`src/rtl/omnivision_spi_frame_ctrl_if.sv`:
```
// Transmitter-side bundle of the frame sequencer: frame/line valid, pixel data
// and the latched frame geometry the transmitter puts in its header.
interface omnivision_spi_frame_ctrl_if #(
    parameter int DATA_WIDTH = 10
);
    logic                  fv;
    logic                  lv;
    logic [DATA_WIDTH-1:0] data;
    logic [15:0]           num_rows;
    logic [15:0]           num_cols;

    modport master (output fv, lv, data, num_rows, num_cols);
    modport slave  (input  fv, lv, data, num_rows, num_cols);
endinterface

```
`src/rtl/omnivision_spi_frame_ctrl.sv`:
```
// Frame/line timing generator for the Omnivision serial transmitter.
// Optional OMNIVISION_FRAME_CTRL_TEST_PATTERN_EN replaces pix_in with row+col.
module omnivision_spi_frame_ctrl #(
    parameter int DATA_WIDTH = 10
) (
    input  logic                    pixclk,
    input  logic                    reset,
    input  logic                    enable,
    input  logic [15:0]             cfg_rows,
    input  logic [15:0]             cfg_cols,
    input  logic [7:0]              cfg_header,
    input  logic [15:0]             cfg_hblank,
    input  logic [15:0]             cfg_vblank,
    input  logic [7:0]              cfg_frames,
    input  logic [DATA_WIDTH-1:0]   pix_in,
    omnivision_spi_frame_ctrl_if.master tx,
    output logic [15:0]             row,
    output logic [15:0]             col,
    output logic                    busy,
    output logic                    frame_done,
    output logic                    cfg_err
);
    typedef enum logic [2:0] {IDLE, HEADER, LINE, HBLANK, VBLANK} state_t;

    state_t      r_state, w_state_nxt;
    logic [15:0] r_cnt, w_cnt_nxt;
    logic [15:0] r_row_cnt, w_row_nxt;
    logic [7:0]  r_frames_left, w_frames_nxt;
    logic        w_latch, w_err;

    logic [15:0] r_rows, r_cols, r_hb, r_vb;
    logic [7:0]  r_hdr;

    logic        r_fv, r_lv, r_busy, r_frame_done, r_cfg_err;
    logic [15:0] r_row, r_col, r_num_rows, r_num_cols;

    logic        w_cfg_ok;
    logic [15:0] w_h_eff, w_hb_eff, w_vb_eff;

    assign w_cfg_ok = (cfg_rows != 16'd0) && (cfg_cols != 16'd0);
    // Header must cover the transmitter's 8-byte frame header.
    assign w_h_eff  = {8'd0, (r_hdr < 8'd8) ? 8'd8 : r_hdr};
    assign w_hb_eff = (r_hb == 16'd0) ? 16'd1 : r_hb;
    assign w_vb_eff = (r_vb == 16'd0) ? 16'd1 : r_vb;

    always_comb begin
        w_state_nxt  = r_state;
        w_cnt_nxt    = r_cnt;
        w_row_nxt    = r_row_cnt;
        w_frames_nxt = r_frames_left;
        w_latch      = 1'b0;
        w_err        = 1'b0;
        case (r_state)
            IDLE: begin
                if (enable) begin
                    if (w_cfg_ok) begin
                        w_latch      = 1'b1;
                        w_frames_nxt = cfg_frames;
                        w_cnt_nxt    = 16'd0;
                        w_state_nxt  = HEADER;
                    end else begin
                        w_err = 1'b1;
                    end
                end
            end
            HEADER: begin
                if (r_cnt == w_h_eff - 16'd1) begin
                    w_cnt_nxt   = 16'd0;
                    w_row_nxt   = 16'd0;
                    w_state_nxt = LINE;
                end else begin
                    w_cnt_nxt = r_cnt + 16'd1;
                end
            end
            LINE: begin
                if (r_cnt == r_cols - 16'd1) begin
                    w_cnt_nxt   = 16'd0;
                    w_state_nxt = (r_row_cnt == r_rows - 16'd1) ? VBLANK : HBLANK;
                end else begin
                    w_cnt_nxt = r_cnt + 16'd1;
                end
            end
            HBLANK: begin
                if (r_cnt == w_hb_eff - 16'd1) begin
                    w_cnt_nxt   = 16'd0;
                    w_row_nxt   = r_row_cnt + 16'd1;
                    w_state_nxt = LINE;
                end else begin
                    w_cnt_nxt = r_cnt + 16'd1;
                end
            end
            VBLANK: begin
                if (r_cnt == w_vb_eff - 16'd1) begin
                    w_cnt_nxt   = 16'd0;
                    w_state_nxt = IDLE;
                    // frames_left of 0 marks continuous mode and is never decremented.
                    if (enable && (r_frames_left == 8'd0 || r_frames_left > 8'd1)) begin
                        if (w_cfg_ok) begin
                            w_latch     = 1'b1;
                            w_state_nxt = HEADER;
                            if (r_frames_left != 8'd0)
                                w_frames_nxt = r_frames_left - 8'd1;
                        end else begin
                            w_err = 1'b1;
                        end
                    end
                end else begin
                    w_cnt_nxt = r_cnt + 16'd1;
                end
            end
            default: w_state_nxt = IDLE;
        endcase
    end

    always_ff @(posedge pixclk) begin
        if (reset) begin
            r_state       <= IDLE;
            r_cnt         <= 16'd0;
            r_row_cnt     <= 16'd0;
            r_frames_left <= 8'd0;
            r_rows        <= 16'd0;
            r_cols        <= 16'd0;
            r_hdr         <= 8'd0;
            r_hb          <= 16'd0;
            r_vb          <= 16'd0;
        end else begin
            r_state       <= w_state_nxt;
            r_cnt         <= w_cnt_nxt;
            r_row_cnt     <= w_row_nxt;
            r_frames_left <= w_frames_nxt;
            if (w_latch) begin
                r_rows <= cfg_rows;
                r_cols <= cfg_cols;
                r_hdr  <= cfg_header;
                r_hb   <= cfg_hblank;
                r_vb   <= cfg_vblank;
            end
        end
    end

    // Outputs follow the state register by one cycle so every port is a flop.
    always_ff @(posedge pixclk) begin
        if (reset) begin
            r_fv         <= 1'b0;
            r_lv         <= 1'b0;
            r_busy       <= 1'b0;
            r_frame_done <= 1'b0;
            r_cfg_err    <= 1'b0;
            r_row        <= 16'd0;
            r_col        <= 16'd0;
            r_num_rows   <= 16'd0;
            r_num_cols   <= 16'd0;
        end else begin
            r_fv         <= (r_state == HEADER) || (r_state == LINE) || (r_state == HBLANK);
            r_lv         <= (r_state == LINE);
            r_busy       <= (r_state != IDLE);
            r_frame_done <= (r_state == VBLANK) && (r_cnt == 16'd0);
            r_cfg_err    <= w_err;
            r_row        <= (r_state == LINE) ? r_row_cnt : 16'd0;
            r_col        <= (r_state == LINE) ? r_cnt : 16'd0;
            if (r_state == HEADER) begin
                r_num_rows <= r_rows;
                r_num_cols <= r_cols;
            end
        end
    end

`ifdef OMNIVISION_FRAME_CTRL_TEST_PATTERN_EN
    logic [DATA_WIDTH-1:0] r_data;
    logic [15:0]           w_sum;
    assign w_sum = r_row_cnt + r_cnt;

    always_ff @(posedge pixclk) begin
        if (reset)
            r_data <= '0;
        else
            r_data <= (r_state == LINE) ? DATA_WIDTH'(w_sum) : '0;
    end
    assign tx.data = r_data;
`else
    assign tx.data = r_lv ? pix_in : '0;
`endif

    assign tx.fv       = r_fv;
    assign tx.lv       = r_lv;
    assign tx.num_rows = r_num_rows;
    assign tx.num_cols = r_num_cols;
    assign row         = r_row;
    assign col         = r_col;
    assign busy        = r_busy;
    assign frame_done  = r_frame_done;
    assign cfg_err     = r_cfg_err;
endmodule
```
`src/flat_wrapper.sv`:
```
// flat-port wrapper written by rule: the top's interface ports become plain ports
module omnivision_spi_frame_ctrl_flat 
#(
    parameter int DATA_WIDTH = 10
)
  (pixclk, reset, enable, cfg_rows, cfg_cols, cfg_header, cfg_hblank, cfg_vblank, cfg_frames, pix_in, row, col, busy, frame_done, cfg_err, tx_fv, tx_lv, tx_data, tx_num_rows, tx_num_cols);
  omnivision_spi_frame_ctrl_if #(.DATA_WIDTH(DATA_WIDTH)) tx_i ();
  input  logic pixclk;
  input  logic reset;
  input  logic enable;
  input  logic [15:0] cfg_rows;
  input  logic [15:0] cfg_cols;
  input  logic [7:0] cfg_header;
  input  logic [15:0] cfg_hblank;
  input  logic [15:0] cfg_vblank;
  input  logic [7:0] cfg_frames;
  input  logic [DATA_WIDTH-1:0] pix_in;
  output logic [15:0] row;
  output logic [15:0] col;
  output logic busy;
  output logic frame_done;
  output logic cfg_err;
  output wire logic [$bits(tx_i.fv)-1:0] tx_fv;
  output wire logic [$bits(tx_i.lv)-1:0] tx_lv;
  output wire logic [$bits(tx_i.data)-1:0] tx_data;
  output wire logic [$bits(tx_i.num_rows)-1:0] tx_num_rows;
  output wire logic [$bits(tx_i.num_cols)-1:0] tx_num_cols;
  assign tx_fv = tx_i.fv;
  assign tx_lv = tx_i.lv;
  assign tx_data = tx_i.data;
  assign tx_num_rows = tx_i.num_rows;
  assign tx_num_cols = tx_i.num_cols;
  omnivision_spi_frame_ctrl #(.DATA_WIDTH(DATA_WIDTH)) u_core (.pixclk(pixclk), .reset(reset), .enable(enable), .cfg_rows(cfg_rows), .cfg_cols(cfg_cols), .cfg_header(cfg_header), .cfg_hblank(cfg_hblank), .cfg_vblank(cfg_vblank), .cfg_frames(cfg_frames), .pix_in(pix_in), .tx(tx_i), .row(row), .col(col), .busy(busy), .frame_done(frame_done), .cfg_err(cfg_err));
endmodule
```
`config.mk`:
```
export PLATFORM = sky130hd
export DESIGN_NAME = omnivision_spi_frame_ctrl_flat
export DESIGN_NICKNAME = d
export VERILOG_FILES = /design/src/rtl/omnivision_spi_frame_ctrl_if.sv /design/src/rtl/omnivision_spi_frame_ctrl.sv /design/src/flat_wrapper.sv
export SDC_FILE = /design/constraint.sdc
export NUM_CORES = 1
export LEC_CHECK = 0
export ABC_AREA = 1
export CORE_MARGIN = 2
export CORE_UTILIZATION = 50
export DETAILED_ROUTE_END_ITERATION = 10
export PLACE_DENSITY = 0.73
export SYNTH_ARGS = -nofsm -noshare
export SYNTH_HDL_FRONTEND = slang
export SYNTH_SLANG_ARGS = --single-unit
```
`constraint.sdc`:
```
create_clock -name pixclk -period 4.1 [get_ports pixclk]
set_clock_uncertainty 0.2 [all_clocks]
set_input_delay 1.23 -clock pixclk [delete_from_list [all_inputs] [get_ports pixclk]]
set_output_delay 1.23 -clock pixclk [all_outputs]
set_load 0.005 [all_outputs]
```
==> qor.txt <==
synthesized flop and latch total: 184
async set or reset register ratio after synthesis: 0%
multiplexer fraction of the synthesized cell area: 0%
commonest cells after routing, fill and taps aside: sky130_fd_sc_hd__nor2_1, sky130_fd_sc_hd__nand2_1, sky130_fd_sc_hd__dfxtp_1, sky130_fd_sc_hd__clkdlybuf4s50_1, sky130_fd_sc_hd__o21ai_0
IO Count: 172
cts hold-fix bufs: 0
post-synthesis sequential area ratio: 36.5%
worst-margin pin slew: 0.690 ns
overflow left after global routing: 0
HPWL after detailed placement: 20800 um
unrepaired setup endpoints after global routing: no
Die X-Extent: 146 um
synthesized-area fraction occupied by adder cells: 1.24%
post-synthesis net count: 1602
height of the die: 146 um
slowest cell on the critical path: sky130_fd_sc_hd__clkdlybuf4s50_1
clock transition time at the flip-flop clock pins of the worst setup and hold paths: 0.07 ns
number of cells on the worst reg-to-reg path: 22
Routed Antenna Nets: 0
Hold Vio Cnt, Final: 0
global-route wire length before repair: 46200 um
dominant synthesized flop cell: sky130_fd_sc_hd__dfxtp_1
synthesized area per cell: 6.73 um2
maximum net fanout on the critical path: 1
number of design rule violations left after detail routing: 0
arrival time at the worst endpoint: 2.30 ns
Synth Area in XOR/XNOR: 9.43%
post-synth design cell area: 10100 um2
MaxCap Viol Count: 0
fraction of final layout cells sized beyond drive strength 1: 5.57%
Total Neg Setup Slack: 0 ns
vias after detailed routing: 10033
Starting Density: 51.3%
detailed-router iteration count before antenna repair: 5
clock root buffer: sky130_fd_sc_hd__clkbuf_16
insertion delay to the later sink of the worst-skew pair: 0.44 ns
vias per inst: 5.23
Post-synth EDFFs: 0
simple-gate share of the synthesized area: 34.6%
clock tree from TritonCTS: yes
power density over the cells: 625 nW/um2
Antenna Cells: 0
leakage: 5.14 nW
post-layout min period: 3.73 ns
number of clock sinks seen by CTS: 184
Core Region: 19700 um2
setup-violating endpoint count in the final report: 0
number of instances resized during post-cts repair: 0
Cell variety after synth: 49
complex-gate fraction of the synthesized area: 10.3%
cell-by-cell listing of the critical path: clkdlybuf4s50_1 > nand2_1 > inv_1 > clkdlybuf4s50_1
number of antenna violations at the first check in global routing: 0
number of standard-cell rows in the floorplan: 51
critical path start-end classification: in -> out
number of buffers created by CTS: 17
fin. max-slew vios: 0
largest incremental delay on the critical path: 0.49 ns
Post-CTS Repair Setup Buffers: 0
weighted congestion reported at the end of routability-driven placement: 0.951
number of cells produced by synthesis: 1499
tightest slew margin relative to the limit: 53.9%
Final #Nets: 1742
pin count of the biggest net entering global routing: 45
initial DRC count: 869
Hold Crit Depth: 2
via count of the first global-routing pass: 9219
detailed-route wire length: 28000 um
area grow syn2layout: 24.4%
number of H-tree branching levels: 4
Warnings, synthesis: 0
worst hold slack: 0.295 ns
crit path capture type: primary output
number of buffers inserted by port buffering: 171
wire length per cell: 14.6 um
dominant combinational cell family by area after synthesis: simple AND/OR/NAND/NOR gates
die outline area: 21300 um2
all-layer global routing usage: 26.4%
most common cell after layout, fill and taps aside: sky130_fd_sc_hd__nor2_1
required time of the critical path: 2.67 ns
result of the run: finished, final reports clean
Peak Freq: 268 MHz
Max Buffers Root-to-Sink: 2
most common cell type on the critical path: sky130_fd_sc_hd__clkdlybuf4s50_1
Setup crit start kind: input pin
worst ir drop on vdd: 0.379 mV
final worst path period share: 91.0%
worst min-delay path class: reg -> reg
-- cell usage after synthesis (2+ instances only) --
| cell | instances | area, um2 |
|---|---|---|
| sky130_fd_sc_hd__nor2_1 | 416 | 1560 |
| sky130_fd_sc_hd__nand2_1 | 222 | 833 |
| sky130_fd_sc_hd__dfxtp_1 | 184 | 3680 |
| sky130_fd_sc_hd__inv_1 | 122 | 458 |
| sky130_fd_sc_hd__o21ai_0 | 122 | 611 |
| sky130_fd_sc_hd__xor2_1 | 71 | 622 |
| sky130_fd_sc_hd__nand3_1 | 68 | 340 |
| sky130_fd_sc_hd__a21oi_1 | 45 | 225 |
| sky130_fd_sc_hd__clkbuf_1 | 44 | 165 |
| sky130_fd_sc_hd__xnor2_1 | 35 | 307 |
| sky130_fd_sc_hd__nor3_1 | 20 | 100 |
| sky130_fd_sc_hd__nand4_1 | 17 | 106 |
| sky130_fd_sc_hd__nor4_1 | 17 | 106 |
| sky130_fd_sc_hd__nor2_2 | 11 | 68.8 |
| sky130_fd_sc_hd__ha_1 | 10 | 125 |
| sky130_fd_sc_hd__buf_6 | 9 | 101 |
| sky130_fd_sc_hd__nand2_2 | 9 | 56.3 |
| sky130_fd_sc_hd__nand3b_1 | 8 | 60.1 |
| sky130_fd_sc_hd__nor2_4 | 7 | 78.8 |
| sky130_fd_sc_hd__a31oi_1 | 6 | 37.5 |
| sky130_fd_sc_hd__buf_2 | 6 | 30.0 |
| sky130_fd_sc_hd__nand3_2 | 5 | 50.1 |
| sky130_fd_sc_hd__a211oi_1 | 4 | 30.0 |
| sky130_fd_sc_hd__buf_4 | 3 | 22.5 |
| sky130_fd_sc_hd__or2_2 | 3 | 18.8 |
| sky130_fd_sc_hd__a21oi_2 | 2 | 17.5 |
| sky130_fd_sc_hd__a22o_1 | 2 | 17.5 |
| sky130_fd_sc_hd__and2_1 | 2 | 12.5 |
| sky130_fd_sc_hd__clkinv_1 | 2 | 7.51 |
| sky130_fd_sc_hd__inv_2 | 2 | 7.51 |
| sky130_fd_sc_hd__nand2_4 | 2 | 22.5 |
| sky130_fd_sc_hd__nor3b_1 | 2 | 15.0 |
| sky130_fd_sc_hd__o21ai_1 | 2 | 10.0 |
| sky130_fd_sc_hd__o21ai_2 | 2 | 17.5 |
| sky130_fd_sc_hd__o21bai_1 | 2 | 15.0 |
| sky130_fd_sc_hd__o31ai_1 | 2 | 15.0 |
-- stage by stage --
stage / std cells / utilization [%] / setup WS, ns / cell area (um2) / power [mW]
floorplan: 1499 / - / 1.12 / 10100 / 5.14
finish: 1917 / 63.8 / 0.369 / 12500 / 7.84
detailed placement: 1885 / 60.7 / 0.273 / 11900 / 6.14
global route: 1917 / 63.8 / 0.129 / 12500 / 8.48
CTS: 1917 / 63.8 / 0.360 / 12500 / 7.86
global placement: 1885 / 60.7 / 0.337 / 11900 / 6.08
-- logic make-up (layout without fill, tap and decap cells) --
| family | after synthesis | in the layout |
|---|---|---|
| DFF | 184 | 184 |
| xor gates and xnor gates | 107 | 107 |
| adders and majority gates | 10 | 10 |
| buffers and inverters | 189 | 342 |
| AOI/OAI and AO/OA | 194 | 194 |
| and+or+nand+nor | 815 | 815 |
-- per-layer routing --
metal | up-vias | routed length [um] | GRT usage, %
met3 | 56 | 1790 | 4.28
met5 | - | 0 | 0
met1 | 4595 | 13300 | 37.6
met4 | 0 | 739 | 9.03
met2 | 346 | 12200 | 40.8
li1 | 5036 | - | -
-- registers in the layout (all words and copies together) (netlist names) --
name                  cells
u_core.r_rows            16
u_core.r_hb              16
u_core.r_frames_left      8
u_core.tx.num_rows       16
u_core.tx.lv              1
u_core.r_hdr              8
u_core.tx.num_cols       16
u_core.col               16
u_core.r_cnt             16
u_core.tx.fv              1
u_core.r_state            3
u_core.r_row_cnt         16
u_core.busy               1
u_core.r_vb              16
u_core.r_cols            16
u_core.row               16
u_core.cfg_err            1
u_core.frame_done         1
-- cell type report --
type / instances / area [um2]
Multi-Input combinational cell: 1126 / 5600
Sequential cell: 184 / 3680
Clock inverter: 11 / 134
Tap cell: 265 / 332
Clock buffer: 21 / 470
Inverter: 127 / 482
Timing Repair Buffer: 183 / 1840
Fill cell: 1871 / 7110
-- worst max-delay path: cells and delay by family --
kind,cells,cell delay [ns]
buffers and inverters,3,1.01
AND/OR/NAND/NOR,1,0.05
-- final timing paths --
| check | startpoint | slack [ns] | end |
|---|---|---|---|
| setup / recovery | pix_in[5] | 0.37 | tx_data[5] |
| hold / removal | u_core.r_rows[1] | 0.29 | u_core.tx.num_rows[1] |
| hold reg to reg | u_core.r_rows[1] | 0.29 | u_core.tx.num_rows[1] |
| setup reg to reg | u_core.r_vb[8] | 0.48 | u_core.r_cnt[11] |
-- report_power, final --
| part | internal, mW | switching (mW) | total (mW) |
|---|---|---|---|
| Clock | 0.958 | 0.735 | 1.69 |
| Combinational | 1.44 | 2.11 | 3.55 |
| Sequential | 2.18 | 0.421 | 2.60 |
No activity file was read; power rests on OpenSTA's default activity.
